===== src/rtl/fd_frame_sched.sv =====
// fd_frame_sched: frame-level sequencer for the 2-D finite-difference engine.
// Issues one start per frame and counts Dy-valid strobes against the expected
// grid size. Flags sample mismatch, timeout or abort, and reports done/err
// status to the host.
module fd_frame_sched #(
  parameter int FRAMES_W  = 8,
  parameter int N_SAMPLES = 4096,
  parameter int CNT_W     = 13,
  parameter int TIMEOUT   = 1024
) (
  input  logic                i_clk,
  input  logic                i_reset_n,
  input  logic                i_cmd_valid,
  output logic                o_cmd_ready,
  input  logic [FRAMES_W-1:0] i_cmd_frames,
  input  logic                i_abort,
  output logic                o_start,
  input  logic                i_busy,
  input  logic                i_dy_valid,
  output logic [FRAMES_W-1:0] o_frame_idx,
  output logic [CNT_W-1:0]    o_sample_cnt,
  output logic                o_frame_done,
  output logic                o_done,
  output logic                o_err,
  output logic [1:0]          o_err_code
);

  localparam int TMR_W = $clog2(TIMEOUT) + 1;
  localparam logic [CNT_W-1:0] CNT_MAX   = '1;
  localparam logic [CNT_W-1:0] CNT_FRAME = CNT_W'(N_SAMPLES);
  localparam logic [TMR_W-1:0] TMR_LAST  = TMR_W'(TIMEOUT - 1);

  localparam logic [1:0] ERR_MISMATCH = 2'd1;
  localparam logic [1:0] ERR_TIMEOUT  = 2'd2;
  localparam logic [1:0] ERR_ABORT    = 2'd3;

  typedef enum logic [2:0] {IDLE, START, WAIT_BUSY, RUN, GAP, FIN} state_t;

  state_t              state_q, state_d;
  logic [FRAMES_W-1:0] frames_left_q, frames_left_d;
  logic [FRAMES_W-1:0] idx_q, idx_d;
  logic [CNT_W-1:0]    cnt_q, cnt_d;
  logic [TMR_W-1:0]    tmr_q, tmr_d;
  logic [1:0]          code_q, code_d;
  logic                err_q, err_d;
  logic                start_q, fdone_q, fdone_d, done_q;

  logic                accept, abort_ok;
  logic [CNT_W-1:0]    cnt_seen;

  assign accept   = i_cmd_valid && (state_q == IDLE);
  // Abort is only honoured while a command is in flight.
  assign abort_ok = i_abort && (state_q == START || state_q == WAIT_BUSY ||
                                state_q == RUN   || state_q == GAP);
  // Sample count including a strobe in this cycle, saturating at all-ones.
  assign cnt_seen = (i_dy_valid && cnt_q != CNT_MAX) ? cnt_q + 1'b1 : cnt_q;

  // Next-state and datapath updates; abort overrides whatever the state decided.
  always_comb begin
    state_d       = state_q;
    frames_left_d = frames_left_q;
    idx_d         = idx_q;
    cnt_d         = cnt_q;
    tmr_d         = tmr_q;
    code_d        = code_q;
    err_d         = err_q;
    fdone_d       = 1'b0;
    case (state_q)
      IDLE: if (accept) begin
        frames_left_d = i_cmd_frames;
        idx_d         = '0;
        cnt_d         = '0;
        code_d        = '0;
        err_d         = 1'b0;
        state_d       = (i_cmd_frames == '0) ? FIN : START;
      end
      START: begin
        cnt_d   = '0;
        tmr_d   = '0;
        state_d = WAIT_BUSY;
      end
      WAIT_BUSY: begin
        cnt_d = cnt_seen;
        if (i_busy) begin
          tmr_d   = '0;
          state_d = RUN;
        end else if (tmr_q == TMR_LAST) begin
          code_d  = ERR_TIMEOUT;
          err_d   = 1'b1;
          state_d = FIN;
        end else begin
          tmr_d = tmr_q + 1'b1;
        end
      end
      RUN: begin
        cnt_d = cnt_seen;
        tmr_d = i_dy_valid ? '0 : tmr_q + 1'b1;
        if (!i_busy) begin
          if (cnt_seen == CNT_FRAME) begin
            fdone_d       = 1'b1;
            frames_left_d = frames_left_q - 1'b1;
            state_d       = GAP;
          end else begin
            code_d  = ERR_MISMATCH;
            err_d   = 1'b1;
            state_d = FIN;
          end
        end else if (!i_dy_valid && tmr_q == TMR_LAST) begin
          code_d  = ERR_TIMEOUT;
          err_d   = 1'b1;
          state_d = FIN;
        end
      end
      GAP: begin
        if (frames_left_q == '0) begin
          state_d = FIN;
        end else begin
          idx_d   = idx_q + 1'b1;
          state_d = START;
        end
      end
      FIN:     state_d = IDLE;
      default: state_d = IDLE;
    endcase
    if (abort_ok) begin
      state_d       = FIN;
      code_d        = ERR_ABORT;
      err_d         = 1'b1;
      fdone_d       = 1'b0;
      frames_left_d = frames_left_q;
      idx_d         = idx_q;
    end
  end

  // State, counters and registered pulse outputs.
  always_ff @(posedge i_clk or negedge i_reset_n) begin
    if (!i_reset_n) begin
      state_q       <= IDLE;
      frames_left_q <= '0;
      idx_q         <= '0;
      cnt_q         <= '0;
      tmr_q         <= '0;
      code_q        <= '0;
      err_q         <= 1'b0;
      start_q       <= 1'b0;
      fdone_q       <= 1'b0;
      done_q        <= 1'b0;
    end else begin
      state_q       <= state_d;
      frames_left_q <= frames_left_d;
      idx_q         <= idx_d;
      cnt_q         <= cnt_d;
      tmr_q         <= tmr_d;
      code_q        <= code_d;
      err_q         <= err_d;
      start_q       <= (state_d == START);
      fdone_q       <= fdone_d;
      done_q        <= (state_d == FIN);
    end
  end

  assign o_cmd_ready  = (state_q == IDLE);
  assign o_start      = start_q;
  assign o_frame_idx  = idx_q;
  assign o_sample_cnt = cnt_q;
  assign o_frame_done = fdone_q;
  assign o_done       = done_q;
  assign o_err        = err_q;
  assign o_err_code   = code_q;

endmodule

===== config.mk =====
export PLATFORM = sky130hd
export DESIGN_NAME = fd_frame_sched
export DESIGN_NICKNAME = d
export VERILOG_FILES = /design/src/rtl/fd_frame_sched.sv
export SDC_FILE = /design/constraint.sdc
export NUM_CORES = 1
export LEC_CHECK = 0
export CAP_MARGIN = 20
export CORE_MARGIN = 5
export CORE_UTILIZATION = 45
export DETAILED_ROUTE_END_ITERATION = 16
export GPL_TIMING_DRIVEN = 0
export HOLD_SLACK_MARGIN = 0.05
export PLACE_DENSITY = 0.68
export SETUP_SLACK_MARGIN = 0.15
export SLEW_MARGIN = 20
export SYNTH_ARGS = -nofsm -noshare
export SYNTH_HDL_FRONTEND = slang
export SYNTH_SLANG_ARGS = --single-unit

===== constraint.sdc =====
create_clock -name i_clk -period 2.8 [get_ports i_clk]
set_input_delay 0.7 -clock i_clk [delete_from_list [all_inputs] [get_ports i_clk]]
set_output_delay 0.7 -clock i_clk [all_outputs]
set_load 0.01 [all_outputs]

# ---- Word level (Yosys, flattened, before mapping)
# Index checks and enable logic that the tools add are counted.
dict set report word_totals {
  regBits 49
  in_bits 14
  output_inout_bits 28
  elab_cells 100
}
dict set report op_classes {
  add_sub_neg 4
  eq_ne 19
  muxes 44
  n_bitwise 1
  n_reduce_logical 22
}
# cell n
set ops {}
lappend ops {{two-way mux 8 bit} 5}
lappend ops {{case mux 13 bit (3 select lines)} 1}
lappend ops {{two-way mux 11 bit} 3}
lappend ops {{case mux 11 bit (3 select lines)} 1}
lappend ops {{case mux 8 bit (2 select lines)} 2}
lappend ops {{two-way mux 13 bit} 2}
lappend ops {{two-way mux 3 bit} 8}
lappend ops {{logical NOT 8 bit} 2}
lappend ops {{case mux 3 bit (5 select lines)} 1}
lappend ops {{two-way mux 2 bit} 7}
lappend ops {{adder 13 x 1 -> 13 bit (second input constant)} 1}
lappend ops {{== test 13 bit (second input constant)} 1}
lappend ops {{inequality test 13 bit (second input constant)} 1}
lappend ops {{two-way mux 1 bit} 12}
lappend ops {{adder 11 x 1 -> 11 bit (second input constant)} 1}
lappend ops {{== test 11 x 10 -> 1 bit (second input constant)} 1}
lappend ops {{adder 8 x 1 -> 8 bit (second input constant)} 1}
lappend ops {{subtractor 8 x 1 -> 8 bit (second input constant)} 1}
lappend ops {{== test 3 x 1 -> 1 bit (second input constant)} 2}
lappend ops {{== test 3 x 2 -> 1 bit (second input constant)} 2}
lappend ops {{== test 3 bit (second input constant)} 2}
lappend ops {{inequality test 3 bit (second input constant)} 2}
lappend ops {{case mux 2 bit (3 select lines)} 1}
lappend ops {{AND reduction 6 bit} 1}
lappend ops {{other kinds (19)} 29}

# ---- Logic depth before layout (Yosys ltp)
# Gate-level depths: netlist of run 1.
dict set report logic_depth {
  ltp_word 9
  mapped_depth 10
  ltp_nobuf 9
}

# ---- Worst setup path before layout of run 1
# Ideal clock, no wire load.
dict set report synth_path {
  path_type {in2reg}
  startpoint {input i_dy_valid}
  endpoint {register frames_left_q[0]}
  setup_time_ns 0.119
  arrival_ns 2.352
  required_time_ns 2.681
  setup_slack_ns 0.329
  cell_stages 9
  path_buffers 2
  cell_sequence {buf_2 -> nand4_1 -> nor3_1 -> mux2i_1 -> nand4b_1 -> nor4b_4 -> buf_6 -> o21ai_1 -> a21bo_1}
}
dict set report synth_via {
  elab_chain_len 5
}
# item line_no
set synth_rtl {}
lappend synth_rtl {{start: declaration} 19} ;# input logic i_dy_valid,
lappend synth_rtl {{logical AND 1 bit} 56} ;# assign cnt_seen = (i_dy_valid && cnt_q != CNT_MAX) ? cnt_q + 1'b1 : cnt_q;
lappend synth_rtl {{two-way mux 13 bit} 56}
lappend synth_rtl {{== test 13 bit} 99} ;# if (cnt_seen == CNT_FRAME) begin
lappend synth_rtl {{inequality test 2 x 1 -> 1 bit (no source line)} --}
lappend synth_rtl {{AND reduction 5 bit (no source line)} --}
lappend synth_rtl {{end signal: assignment} 150} ;# frames_left_q <= frames_left_d;
lappend synth_rtl {{end: declaration} 40} ;# logic [FRAMES_W-1:0] frames_left_q, frames_left_d;
# Every way passes these cells.
# A chain may end at the register's enable or synchronous reset.

# ---- Worst setup path after layout of run 1
dict set report layout_path {
  startpoint {input i_dy_valid}
  endpoint {register frames_left_q[3]}
}
# The elaborated chain is that of the path after synthesis.

==> metrics.txt, run 1 <==
required time worst endpoint 3.01 ns; worst-path cell chain clkbuf_2, buf_6, nand4_1, buf_4, nor4b_2, a311oi_2, a21o_1, nor4b_4, buf_4, buf_6, o21ai_2, a221oi_2; outcome finished clean; setup TNS 0 ns; total gr overflow 0; Syn Inst Count 359; final worst path period share 0.9164; Worst Setup Start Kind primary input; Die Y 92.64 um; Ant. Diodes 0; CTS Root Buffer Type clkbuf_8; skew final 0.007890 ns; CTS tree done; nets 433; WL/cell about 16 um; ys flop type dfrtp_1; register area share after synthesis 0.3990; DP HPWL 5.542 mm; Starting Density 0.4574; critical path class in2reg; power density over the cells 681.8 nW/um2; max-slew violation count 0; CP peak stage delay 0.28 ns; DRC 0; vias about 2.9k; GRT Total Usage 0.1945; syn nets 377; Final ANT Viol Nets 0; mean post-synth cell area 8.560 um2; WP data arrival 2.77 ns; kind of end point of the critical path flop; global-route wire length before repair approximately 14 mm; Worst-path clk slew ~0.10 ns; share of layout cells above drive strength 1 0.1418; Final Util 0.5698; die area 8581 um2; Max Cap Viol 0; CP max-delay cell nor4b_2; top-count cell post-synth dfrtp_1; Core Area 6719 um2; Rows 30; setup violators final 0; Num CTS Buffers 5; CTS sink count 49; Synth top area share 0.3990; distinct cell type count after synthesis 62; yosys warns 0; crit path time final 2.566 ns; H-Tree Depth 2; Max Clk Rate 389.7 MHz; Area Growth Syn to Fin 24.59%; DR iter-0 viols 194; vias in the first global route 2,804; asr flop ratio synth 1.000; crit-path max FO 10; reg-to-reg setup timing slack 0.29 ns; initial antenna violation count 0; drt first pass iters 4; worst hold path class in2async; Worst-Skew Late Latency 0.30 ns; IO Port Bufs 40; largest net degree at the start of global routing 50; P_leak 1.547 nW; Synth Cell Area 3073 um2; worst vdd rail ir drop 0.3473 mV; clock buffer depth 2; Final Hold Vio Count 0; Routed WL ~7.9 mm; Synth Register Bits roughly 50; most frequent cells after synthesis dfrtp_1 (49), nand2_1 (35), o21ai_0 (35); Die Span X 92.64 um; RSZ-0062 raised after global routing yes; drt via density around 6; routability-driven placement congestion ratio around 0.86; cell taking the most area after synthesis dfrtp_1; Post-synth EDFFs 0; worst slew pin tran 0.6205 ns; I/O Pins 42; ranking of synthesized cells by area dfrtp_1 (40%), o21ai_0 (5.7%), nand2_1 (4.3%); Rel. slew slack 0.5863; post-route total power around 2.6 mW
-- flip-flops by register name, summed over array words and instances (netlist names) --
signal	count
o_frame_idx	8
tmr_q	11
o_err_code	2
o_start	1
state_q	3
o_frame_done	1
o_sample_cnt	13
o_done	1
o_err	1
frames_left_q	8
-- kinds of logic (layout without fill, tap and decap cells) --
kind of cell	Yosys count	count (layout)	share of synthesized area
flip-flops	49	49	0.3990
AND/OR/NAND/NOR	158	158	0.2797
XOR/XNOR	10	10	0.02850
adder cells (fa/ha/maj)	4	4	0.01629
multiplexers	7	7	0.02280
buffers and inverters	33	90	0.04682
AO/OA/AOI/OAI	98	98	0.2069
-- path summary, 6_finish.rpt --
kind,from,endpoint,depth (start not counted)
setup reg to reg,o_sample_cnt[1]$_DFFE_PN0P_,frames_left_q[3]$_DFFE_PN0P_,11
hold / removal,i_reset_n,frames_left_q[0]$_DFFE_PN0P_,1
setup / recovery,i_dy_valid,frames_left_q[3]$_DFFE_PN0P_,12
hold reg to reg,tmr_q[4]$_DFFE_PN0P_,tmr_q[4]$_DFFE_PN0P_,1
min in group i_clk,tmr_q[4]$_DFFE_PN0P_,tmr_q[4]$_DFFE_PN0P_,1
max in group asynchronous,i_reset_n,o_sample_cnt[0]$_DFFE_PN0P_,1
-- critical path, delay by kind of cell --
family	cells	cell delay, ns
buffers and inverters	5	0.76
and+or+nand+nor	3	0.75
AOI/OAI and AO/OA	4	0.55
-- repair_timing --
item,4_1_cts,5_1_grt
setup endpoints to repair,13,18
gates cloned,1,0
pin swaps,4,6
hold buffers,0,0
resized for setup,15,17
setup buffers,2,6
-- placed cells by master (no fill, tap or decap), types with 5 or more instances in the layout --
cell and n:
nand4_1 11, xor2_1 6, clkdlybuf4s50_1 38, nor3_1 7, mux2i_1 5, dfrtp_1 47, clkbuf_1 10, buf_4 12
inv_1 13, nor4_1 7, o31ai_1 8, nand2_1 35, nand2b_1 6, a31oi_1 7, nor2_1 29, o21ai_0 35
clkbuf_8 5, o22ai_1 5, and3_1 10, nand3_1 17, a21oi_1 13
-- area by class of cell --
cell class	instances	area (um2)
repair buffers	49	460.4
clock inverters	3	17.52
flip-flops and latches	49	1229
clock buffers	5	68.82
inverters	14	52.55
well taps	80	100.1
plain buffers	19	100.1
fillers	586	2890
multi-input cells	277	1800
-- power by group --
part	switching [mW]	internal, mW	total (mW)
clock network	0.247	0.173	0.420
registers	0.111	0.849	0.960
logic	0.715	0.515	1.23
-- per-layer routing --
metal | vias to the layer above | global-route usage | routed length, um
met5 | - | 0 | 0
met4 | 0 | 0.04640 | 80
met3 | 10 | 0.03981 | 481
met2 | 90 | 0.3088 | 3604
met1 | 1366 | 0.2727 | 3747
li1 | 1439 | - | -
-- stage by stage --
stage	worst slack, ns	hold WS [ns]	instances	cell area [um2]
after global routing	0.1404	0.4587	496	3829
after floorplan	0.3293	0.4044	359	3073
after CTS	0.1512	0.4391	490	3732
final	0.2340	0.4117	496	3829
after global placement	-0.5414	0.4632	479	3573
after detailed placement	-0.5310	0.4634	479	3571
(Power assumes the default switching activity.)
==> inputs of run 2 (changes only) <==
--- a/config.mk
+++ b/config.mk
@@ -7,11 +7,11 @@
 export LEC_CHECK = 0
 export CAP_MARGIN = 20
 export CORE_MARGIN = 5
-export CORE_UTILIZATION = 45
+export CORE_UTILIZATION = 50
 export DETAILED_ROUTE_END_ITERATION = 16
 export GPL_TIMING_DRIVEN = 0
 export HOLD_SLACK_MARGIN = 0.05
-export PLACE_DENSITY = 0.68
+export PLACE_DENSITY = 0.74
 export SETUP_SLACK_MARGIN = 0.15
 export SLEW_MARGIN = 20
 export SYNTH_ARGS = -nofsm -noshare
==> run 2 against run 1 <==
  * Die area is 8.9% lower
  * Global-route usage increased by 1.8 points
  * Design area fell by 0.42%
  * Final cell count shrank 0.60%
  * Fmax decreased by 0.21%
  * Via count is 4.9% higher
  * Count of clock-buffer cells in the layout up 2
  * Sequential share of layout area rose by 0.14 points
  * Setup slack worse by 0.0054 ns
  * Power increased by 2.3%
  * Non-clock buffer count rose by 2
  * Critical path type is now reg2reg
==> metrics.txt, run 2 (synthesized netlist as in run 1, its figures left out) <==
DRC 0 (unchanged); post-route insts no fill 493 (-0.60%); Final Hold Vio Count 0 (unchanged); worst vdd rail ir drop 0.4212 mV (+21%); Hold-fix buffers, CTS 0 (unchanged); clock buffer depth 2 (unchanged); Die Span X 88.40 um (-4.6%); WL/cell 16.52 um (+3.5%); Worst Setup Start Kind flop; routability-driven placement congestion ratio 0.8628 (+0.77%); drt via density 6.183 (+5.6%); worst-path cell chain buf_2, nand4_1, nor3_2, mux2i_1, nand4b_1, nor4b_4, buf_2, o21ai_0, o31a_1; family with the most delay on the worst path simple AND/OR/NAND/NOR gates; Core Area 5956 um2 (-11%); setup ws final 0.2286 ns (-0.005404 ns); WP data arrival 2.76 ns (about the same); nets 435 (+0.46%); max-slew violation count 0 (unchanged); GRT Total Usage 0.2126 (+0.01805); Area Growth Syn to Fin 24.06%; vias 3,048 (+4.9%); fillcell total 520 (-11%); Final ANT Viol Nets 0 (unchanged); outcome finished clean; Ant. Diodes 0 (unchanged); drt first pass iters 5 (+1); P_leak 1.568 nW (+1.4%); Final Util 0.6401 (+0.07029); Worst-Skew Late Latency 0.30 ns (about the same); CP max-delay cell nor4b_4; power density over the cells 700.4 nW/um2 (+2.7%); Starting Density 0.5160 (+0.05861); Die Y 88.40 um (-4.6%); H-Tree Depth 2 (unchanged); Max Clk Rate 388.9 MHz (-0.21%); critical path class reg2reg; most frequent CP cell buf_2; most common cell after layout, fill and taps aside dfrtp_1; I/O Pins 42 (unchanged); vias in the first global route 2,898 (+3.4%); setup violators final 0 (unchanged); crit path time final 2.571 ns (+0.005404 ns); largest net degree at the start of global routing 50 (unchanged); DP HPWL 5.500 mm (-0.77%); max reg flops 13 (unchanged); share of layout cells above drive strength 1 0.1340 (-0.007856); Setup Slack @ Placement -0.5261 ns (+0.004890 ns); kind of end point of the critical path flop; worst slew pin tran 0.6243 ns (+0.003821 ns); skew final 0.01046 ns (+0.002567 ns); die area 7814 um2 (-8.9%); crit-path max FO 8 (-2); initial antenna violation count 0 (unchanged); CTS tree done; Routed WL 8.144 mm (+2.9%); CTS Root Buffer Type clkbuf_8; DP Cell Count 474 (-1.0%); Buf/Inv on CP 2 (-3); Worst-path clk slew 0.09 ns (about the same); Min Hold Slack 0.4062 ns (-0.005504 ns); Rows 28 (-6.7%); CP peak stage delay 0.40 ns (+0.12 ns); post-route total power 2.670 mW (+2.3%); CTS sink count 49 (unchanged); global-route wire length before repair 13.37 mm (-2.2%); worst hold path class in2async; total gr overflow 0 (unchanged); required time worst endpoint 2.99 ns (-0.02 ns); Max Cap Viol 0 (unchanged); RSZ-0062 raised after global routing yes; final worst path period share 0.9183 (+0.001930); IO Port Bufs 40 (unchanged); DR iter-0 viols 220 (+13%); leading cell types in the layout, fill and taps excluded dfrtp_1 (47), clkdlybuf4s50_1 (38), nand2_1 (35), o21ai_0 (35), nor2_1 (29); Num CTS Buffers 5 (unchanged); Rel. slew slack 0.5838 (-0.002547)
## run 2: power by group
group          total (mW)  leakage (nW)  switching, mW  internal (mW)
combinational        1.24         0.869          0.719          0.524
clock               0.459        0.0542          0.235          0.224
sequential          0.968         0.645          0.120          0.849
## run 2: path summary, 6_finish.rpt
path | end | from | depth (start not counted) | slack, ns
worst max-delay path | frames_left_q[5]$_DFFE_PN0P_ | o_sample_cnt[4]$_DFFE_PN0P_ | 9 | 0.23
worst min-delay path | tmr_q[6]$_DFFE_PN0P_ | i_reset_n | 1 | 0.41
worst max register to register | frames_left_q[5]$_DFFE_PN0P_ | o_sample_cnt[4]$_DFFE_PN0P_ | 9 | 0.23
worst min register to register | tmr_q[4]$_DFFE_PN0P_ | tmr_q[4]$_DFFE_PN0P_ | 1 | 0.49
max in group asynchronous | o_sample_cnt[0]$_DFFE_PN0P_ | i_reset_n | 1 | 1.94
min in group i_clk | tmr_q[4]$_DFFE_PN0P_ | tmr_q[4]$_DFFE_PN0P_ | 1 | 0.49
## run 2: area by class of cell
cell class,count,area (um2),share of cell area
multi-input cells,277,1759,0.4614
repair buffers,52,480.5,0.1260
plain buffers,18,96.34,0.02527
clock inverters,1,5.005,0.001313
clock buffers,7,96.34,0.02527
flip-flops and latches,49,1229,0.3223
well taps,75,93.84,0.02461
inverters,14,52.55,0.01378
## run 2: through the flow
step / area [um2] / setup TNS [ns]
global route: 3812 / 0
global placement: 3567 / -27.70
detailed placement: 3565 / -6.189
CTS: 3734 / 0
floorplan: 3073 / 0
finish: 3812 / 0
## run 2: layer usage
layer	global-route usage	up-vias	wire length, um
met5	0	-	0
met4	0.07830	0	143
met3	0.03352	19	497
met2	0.3304	125	3707
met1	0.3003	1460	3796
li1	-	1444	-
## run 2: repair_timing
action | 4_1_cts | 5_1_grt
gates resized for setup | 11 | 13
pin swaps | 3 | 3
gates cloned | 1 | 0
endpoints found under the setup margin | 15 | 23
buffers inserted | 4 | 7
==> inputs of run 3 (changes only) <==
--- a/config.mk
+++ b/config.mk
@@ -6,7 +6,6 @@
 export NUM_CORES = 1
 export LEC_CHECK = 0
 export CAP_MARGIN = 20
-export CORE_MARGIN = 5
 export CORE_UTILIZATION = 50
 export DETAILED_ROUTE_END_ITERATION = 16
 export GPL_TIMING_DRIVEN = 0
==> run 3 against run 2 <==
  * Setup slack improved by 0.0062 ns
  * Routed wire length decreased by 5.4%
  * Critical path depth decreased by 5
  * Critical path type is now reg2out
==> metrics.txt, run 3 (synthesized netlist as in run 1, its figures left out) <==
routability-driven placement congestion ratio 0.9209 (+6.7%); WP data arrival 1.87 ns (-0.89 ns); total gr overflow 0 (unchanged); CTS Root Buffer Type clkbuf_8; DR iter-0 viols 195 (-11%); worst vdd rail ir drop 0.4425 mV (+5.1%); drt via density 5.975 (-3.4%); Worst-Skew Late Latency 0.30 ns (about the same); Starting Density 0.5190 (+0.003053); Worst Setup Start Kind flop; leading cell types in the layout, fill and taps excluded dfrtp_1 (47), clkdlybuf4s50_1 (38), nand2_1 (35), o21ai_0 (35), nor2_1 (29); drt first pass iters 5 (unchanged); CTS tree done; Buf/Inv on CP 3 (+1); power density over the cells 709.6 nW/um2 (+1.3%); family with the most delay on the worst path buffers and inverters; setup TNS 0 ns (unchanged); RSZ-0062 raised after global routing no; max-slew violation count 0 (unchanged); setup ws final 0.2349 ns (+0.006233 ns); share of layout cells above drive strength 1 0.1262 (-0.007758); DP HPWL 5.331 mm (-3.1%); largest net degree at the start of global routing 50 (unchanged); Routed WL 7.706 mm (-5.4%); skew final 0.006206 ns (-0.004251 ns); crit path time final 2.565 ns (-0.006233 ns); global-route wire length before repair 12.59 mm (-5.8%); Hold-fix buffers, CTS 0 (unchanged); WL/cell 15.82 um (-4.2%); setup violators final 0 (unchanged); required time worst endpoint 2.10 ns (-0.89 ns); Final ANT Viol Nets 0 (unchanged); Core Area 5921 um2 (-0.59%); DRC 0 (unchanged); CTS sink count 49 (unchanged); Reg area 1229 um2 (unchanged); Setup Slack @ Placement -0.5172 ns (+0.008979 ns); vias in the first global route 2,637 (-9.0%); Die Span X 80.40 um (-9.1%); I/O Pins 42 (unchanged); max reg flops 13 (unchanged); Area Growth Syn to Fin 23.21%; P_leak 1.544 nW (-1.6%); initial antenna violation count 0 (unchanged); Max Clk Rate 389.8 MHz (+0.24%); post-route total power 2.687 mW (+0.61%); outcome finished clean; GRT Total Usage 0.2522 (+0.03965); CP peak stage delay 0.52 ns (+0.12 ns); most common cell after layout, fill and taps aside dfrtp_1; Max Cap Viol 0 (unchanged); Rows 28 (unchanged); Num CTS Buffers 5 (unchanged); clock buffer depth 2 (unchanged); Ant. Diodes 0 (unchanged); area of the multi-input gates 1765 um2 (+0.36%); Rel. slew slack 0.5825 (-0.001256); IO Port Bufs 40 (unchanged); fillcell total 517 (-0.58%); vias 2,910 (-4.5%); CP max-delay cell clkdlybuf4s50_1; kind of end point of the critical path output pin; final worst path period share 0.9161 (-0.002226); Worst-path clk slew 0.09 ns (about the same); worst-path cell chain clkbuf_2, or3_4, inv_1, clkdlybuf4s50_1; nets 430 (-1.1%); worst hold path class in2async; worst slew pin tran 0.6262 ns (+0.001884 ns); crit-path max FO 9 (+1); critical path class reg2out; H-Tree Depth 2 (unchanged); Die Y 80.40 um (-9.1%); Final Hold Vio Count 0 (unchanged); die area 6463 um2 (-17%)
-- run 3: final timing paths --
kind	depth (start not counted)	start	slack, ns	endpoint
hold reg to reg	1	tmr_q[4]$_DFFE_PN0P_	0.48	tmr_q[4]$_DFFE_PN0P_
setup reg to reg	9	o_sample_cnt[1]$_DFFE_PN0P_	0.28	frames_left_q[7]$_DFFE_PN0P_
max in group asynchronous	1	i_reset_n	1.95	o_sample_cnt[0]$_DFFE_PN0P_
hold / removal	1	i_reset_n	0.41	tmr_q[3]$_DFFE_PN0P_
setup / recovery	4	state_q[2]$_DFF_PN0_	0.23	o_cmd_ready
min in group i_clk	1	tmr_q[4]$_DFFE_PN0P_	0.48	tmr_q[4]$_DFFE_PN0P_
-- run 3: area by class of cell --
| type | count | area share |
|---|---|---|
| repair buffers | 47 | 0.1176 |
| inverters | 14 | 0.01388 |
| well taps | 75 | 0.02479 |
| flip-flops and latches | 49 | 0.3245 |
| multi-input cells | 277 | 0.4663 |
| clock inverters | 2 | 0.009253 |
| clock buffers | 5 | 0.01818 |
| plain buffers | 18 | 0.02545 |
-- run 3: power by group --
group          internal, mW  switching [mW]  total, mW  leakage, nW
combinational         0.507           0.716       1.22        0.845
sequential            0.849           0.115      0.964        0.645
clock                 0.260           0.239      0.499       0.0540
-- run 3: timing repair --
| item | in CTS | in global routing |
|---|---|---|
| endpoints found under the setup margin | 14 | 18 |
| buffers inserted | 3 | 3 |
| cloned | 1 | 0 |
| pin swaps | 3 | 3 |
| resized for setup | 10 | 15 |
-- run 3: layer usage --
metal | wire length, um | share of wire | vias up | track usage
li1 | - | - | 1433 | -
met1 | 3696 | 0.48 | 1386 | 0.3579
met2 | 3571 | 0.46 | 87 | 0.4000
met3 | 394 | 0.051 | 4 | 0.04205
met4 | 43 | 0.0056 | 0 | 0.05714
met5 | 0 | 0 | - | 0
-- run 3: through the flow --
| step | cells | cell area (um2) | util | hold WS, ns |
|---|---|---|---|---|
| after floorplan | 359 | 3073 | - | 0.4044 |
| after global placement | 474 | 3567 | 0.6025 | 0.4632 |
| after detailed placement | 474 | 3565 | 0.6021 | 0.4658 |
| after CTS | 485 | 3722 | 0.6287 | 0.4300 |
| after global routing | 487 | 3786 | 0.6395 | 0.4578 |
| final | 487 | 3786 | 0.6395 | 0.4058 |
==> RTL change 1, RTL diff (settings of run 2) <==
Re-encode `state_t` (6 states) as one-hot, 6 bits wide.
--- a/src/rtl/fd_frame_sched.sv
+++ b/src/rtl/fd_frame_sched.sv
@@ -36,3 +36,3 @@
 
-  typedef enum logic [2:0] {IDLE, START, WAIT_BUSY, RUN, GAP, FIN} state_t;
+  typedef enum logic [5:0] {IDLE = 6'b000001, START = 6'b000010, WAIT_BUSY = 6'b000100, RUN = 6'b001000, GAP = 6'b010000, FIN = 6'b100000} state_t;
 
Behaviour: no difference found for any inputs over 10 cycles, from zero or initial values and one cycle with i_reset_n low; not proved beyond that.
==> RTL change 1 against run 2 <==
Setup slack worse by 0.027 ns; die area up 3.2%; sequential cell count increased by 3; maximum frequency fell by 1.0%; synthesized area up 3.6%; combinational power is 27% lower; power fell by 11%; sequential share of layout area up 0.33 points; wire length is 4.6% higher; final area up 5.3%; clock power down 5.7%; largest cell class unchanged; highest routed layer unchanged.
==> RTL change 1: results (changes against run 2) <==
- Crit path to: o_err_code[1] (was frames_left_q[5])
- Routed length on met2: 4020 um (was 3710 um)
- Post-Synth Adder-Cell Area: 1.57% (was 1.63%)
- Gr usage total: 20.8% (was 21.3%)
- Post-Syn Instances: 368 (was 359)
- Post-Route WL: 8520 um (was 8140 um)
- Synth Area in Compound Gates: 22.4% (was 20.7%)
- CP peak stage delay: 0.43 ns (was 0.40 ns)
- Via count: 3134 (was 3048)
- Routed length on met3: 497 um (unchanged)
- R2r setup slk: 0.20 ns (was 0.23 ns)
- CP Launch Point: i_dy_valid (was o_sample_cnt[4])
- R2r startpoint: o_sample_cnt[7] (was o_sample_cnt[4])
- Area contributors post-synth: dfrtp_1 (40%), o21ai_0 (6.6%), nand2_1 (5.3%) (was dfrtp_1 (40%), o21ai_0 (5.7%), nand2_1 (4.3%))
- Yosys cell types: 65 (was 62)
- Post-layout min period: 2.60 ns (was 2.57 ns)
- Largest net degree at the start of global routing: 53 (was 50)
- Ant diodes: 0 (unchanged)
- Met3 Resource Use GR: 4.01% (was 3.35%)
- Share of cells above drive strength 1: 17.0% (was 13.4%)
- M1 WL: 3820 um (was 3800 um)
- Reg-to-Reg End: frames_left_q[7] (was frames_left_q[5])
- Fraction of synthesized cell area in xor and xnor cells: 2.48% (was 2.85%)
- Largest vdd supply drop: 0.000403 V (was 0.000421 V)
- Pre-CTS setup slack: -0.848 ns (was -0.526 ns)
- FF-to-FF path depth: 9 (unchanged)
- Max-slew headroom: 54.3% (was 58.4%)
- GRT met1 Usage: 28.4% (was 30.0%)
- Hold_ws: 0.412 ns (was 0.406 ns)
- DR WL/cell: 16.8 um (was 16.5 um)
- Critical Path Fanout Max: 6 (was 8)
- CP arrival: 2.84 ns (was 2.76 ns)
- Syn_nets: 386 (was 377)
- GRT met2 Usage: 32.7% (was 33.0%)
- DP Area: 3680 sq um (was 3560 sq um)
- Top post-synthesis cells by count: dfrtp_1 (51), nand2_1 (45), o21ai_0 (42), nor2_1 (35), a21oi_1 (23) (was dfrtp_1 (49), nand2_1 (35), o21ai_0 (35), nor2_1 (31), nand3_1 (17))
- Setup bufs post-CTS: 7 (was 4)
- Lkg Pwr: 1.61 nW (was 1.57 nW)
- Post-synth ARST share: 100% (unchanged)
- Bufs on Longest Clock Path: 2 (unchanged)
- Placed Instances: 485 (was 474)
- Post-synthesis sequential area ratio: 40.9% (was 39.9%)
- Post-synthesis mux area share: 0.943% (was 2.28%)
- First-pass GRT wire length: 14400 um (was 13400 um)
- Placer Congestion: 0.863 (about the same)
- Vias in the first global route: 3002 (was 2898)
- Clock Tree Root: clkbuf_8 (unchanged)
- Worst setup skew after layout: 0.00740 ns (was 0.0105 ns)
- Final #Nets: 447 (was 435)
- Status: completed (unchanged)
- Total CTS buffers: 5 (unchanged)
- HPWL after DPL: 5680 um (was 5500 um)
- Ys flop type: dfrtp_1 (unchanged)
- Fillers: 547 (was 520)
- 1st-iter DRT viols: 165 (was 220)
- CP max-delay cell: o41ai_4 (was nor4b_4)
- Post-CTS Resized: 12 (was 11)
RTL change 1: per-stage QoR:
| step | utilization (%) | power, W | setup TNS [ns] |
|---|---|---|---|
| final | 63.9 | 0.00238 | 0 |
| after detailed placement | 58.7 | 0.00187 | -9.16 |
| after global routing | 63.9 | 0.00256 | 0 |
| after floorplan | - | 0.00157 | 0 |
| after CTS | 61.7 | 0.00232 | 0 |
| after global placement | 58.7 | 0.00185 | -38.99 |
RTL change 1: report_power, final:
group          leakage (nW)  internal, W  switching [W]  total (W)
registers             0.690     0.000904       0.000143    0.00105
logic                 0.876     0.000399       0.000506   0.000905
clock network        0.0412     0.000176       0.000258   0.000433
total                  1.61      0.00148       0.000906    0.00238
RTL change 1: final cells by class:
class,count,area [sq um],share of cell area (%)
Buffer,16,100,2.49
Tap cell,77,96.3,2.40
Clock inverter,2,12.5,0.312
Timing Repair Buffer,54,502,12.5
Clock buffer,6,72.6,1.81
Sequential cell,52,1310,32.6
Inverter,9,33.8,0.842
Multi-Input combinational cell,291,1890,47.1
==> RTL change 2, RTL diff (settings of run 2) <==
Without the edit above. Set the parameter `FRAMES_W` to 10 (it was 8).
--- a/src/rtl/fd_frame_sched.sv
+++ b/src/rtl/fd_frame_sched.sv
@@ -5,3 +5,3 @@
 module fd_frame_sched #(
-  parameter int FRAMES_W  = 8,
+  parameter int FRAMES_W  = 10,
   parameter int N_SAMPLES = 4096,
Ports: changed (resized i_cmd_frames and o_frame_idx); port bits go from 42 to 46. The function was not compared with the original's and may differ.
==> RTL change 2 against run 2 <==
Power grew 11%; setup slack got worse by 0.086 ns; wire length rose by 3.9%; synthesized area is 5.7% higher; sequential cell count is 4 higher; die area up 5.1%; sequential share of layout area increased by 0.60 points; final area is 6.2% higher; critical path type unchanged; critical endpoint is now frames_left_q[9].
==> RTL change 2: results (changes against run 2) <==
- Post-synthesis sequential area ratio: 40.8% (was 39.9%)
- Yosys cell types: 56 (was 62)
- Post-Synth Adder-Cell Area: 1.54% (was 1.63%)
- Share of cells above drive strength 1: 11.5% (was 13.4%)
- Largest vdd supply drop: 0.000496 V (was 0.000421 V)
- IO Port Bufs: 44 (was 40)
- Inverters: 13 (was 14)
- Final #Nets: 462 (was 435)
- Avg Vias per Cell: 6.05 (was 6.18)
- Area contributors post-synth: dfrtp_1 (41%), nor2_1 (5.1%), o21ai_0 (4.9%) (was dfrtp_1 (40%), o21ai_0 (5.7%), nand2_1 (4.3%))
- Post-Route WL: 8460 um (was 8140 um)
- Multi-input logic portion of the cell area: 45.6% (was 46.1%)
- Status: completed (unchanged)
- Vias in the first global route: 3055 (was 2898)
- Pre-Repair DR Iteration Count: 4 (was 5)
- Syn_nets: 403 (was 377)
- Top post-synthesis cells by count: dfrtp_1 (53), nor2_1 (44), o21ai_0 (32), nand2_1 (30), nand3_1 (21) (was dfrtp_1 (49), nand2_1 (35), o21ai_0 (35), nor2_1 (31), nand3_1 (17))
- Largest net degree at the start of global routing: 54 (was 50)
- Multi-input gates: 294 (was 277)
- HPWL after DPL: 5850 um (was 5500 um)
- Fraction of synthesized cell area in xor and xnor cells: 2.70% (was 2.85%)
- First-pass GRT wire length: 14200 um (was 13400 um)
- Clock-cell share: 2.87% (was 2.66%)
- Placer Congestion: 0.907 (was 0.863)
- Bufs w/o clock: 75 (was 70)
- CP arrival: 2.86 ns (was 2.76 ns)
- Fillers: 537 (was 520)
- Lkg Pwr: 1.76 nW (was 1.57 nW)
- #FFs+latches synth: 53 (was 49)
- CP Launch Point: o_sample_cnt[0] (was o_sample_cnt[4])
- Post-synthesis mux area share: 1.93% (was 2.28%)
- Reg-to-Reg End: frames_left_q[9] (was frames_left_q[5])
- Synth Area in Compound Gates: 22.2% (was 20.7%)
- FF-to-FF path depth: 10 (was 9)
## RTL change 2: critical path, stage by stage (launching register included)
cell and delay, ns:
dfrtp_2 0.45, ha_4 0.18, and4_4 0.19, buf_6 0.12, and2_4 0.16, or4b_4 0.50
a211oi_2 0.28, and4_4 0.28, buf_6 0.14, nor2_2 0.08, a2bb2oi_1 0.17
## RTL change 2: where the power goes
group / switching, W / internal, W
Combinational: 0.000781 / 0.000575
Sequential: 0.000145 / 0.000924
Clock: 0.000253 / 0.000292
Total: 0.00118 / 0.00179
## RTL change 2: repair_timing
action,4_1_cts,5_1_grt
buffers inserted,2,4
cloned,0,2
pin swaps,2,7
gates resized for setup,6,23
setup endpoints to repair,16,25
## RTL change 2: routing by layer
layer / GRT usage (%) / vias to the layer above / wire, um / share of wire (%)
li1: - / 1534 / - / -
met1: 27.1 / 1506 / 3790 / 45
met2: 33.2 / 93 / 4090 / 48
met3: 4.17 / 15 / 445 / 5.3
met4: 5.71 / 0 / 137 / 1.6
met5: 0 / - / 0 / 0
## RTL change 2: metrics by stage
stage | util (%) | setup WS (ns) | power, W | hold WS, ns
global placement | 59.6 | -0.592 | 0.00230 | 0.467
floorplan | - | 0.182 | 0.00189 | 0.404
global route | 63.7 | 0.0591 | 0.00317 | 0.473
detailed placement | 59.6 | -0.401 | 0.00233 | 0.474
CTS | 61.8 | 0.163 | 0.00290 | 0.443
finish | 63.7 | 0.142 | 0.00297 | 0.423
## RTL change 2: cells by family (layout without fill, tap and decap cells)
kind of cell	count (synthesis)	after routing
XOR/XNOR	10	10
adder cells (fa/ha/maj)	4	4
AND/OR/NAND/NOR	163	164
flip-flops	53	53
multiplexers	6	6
buffers and inverters	37	96
AO/OA/AOI/OAI	110	110
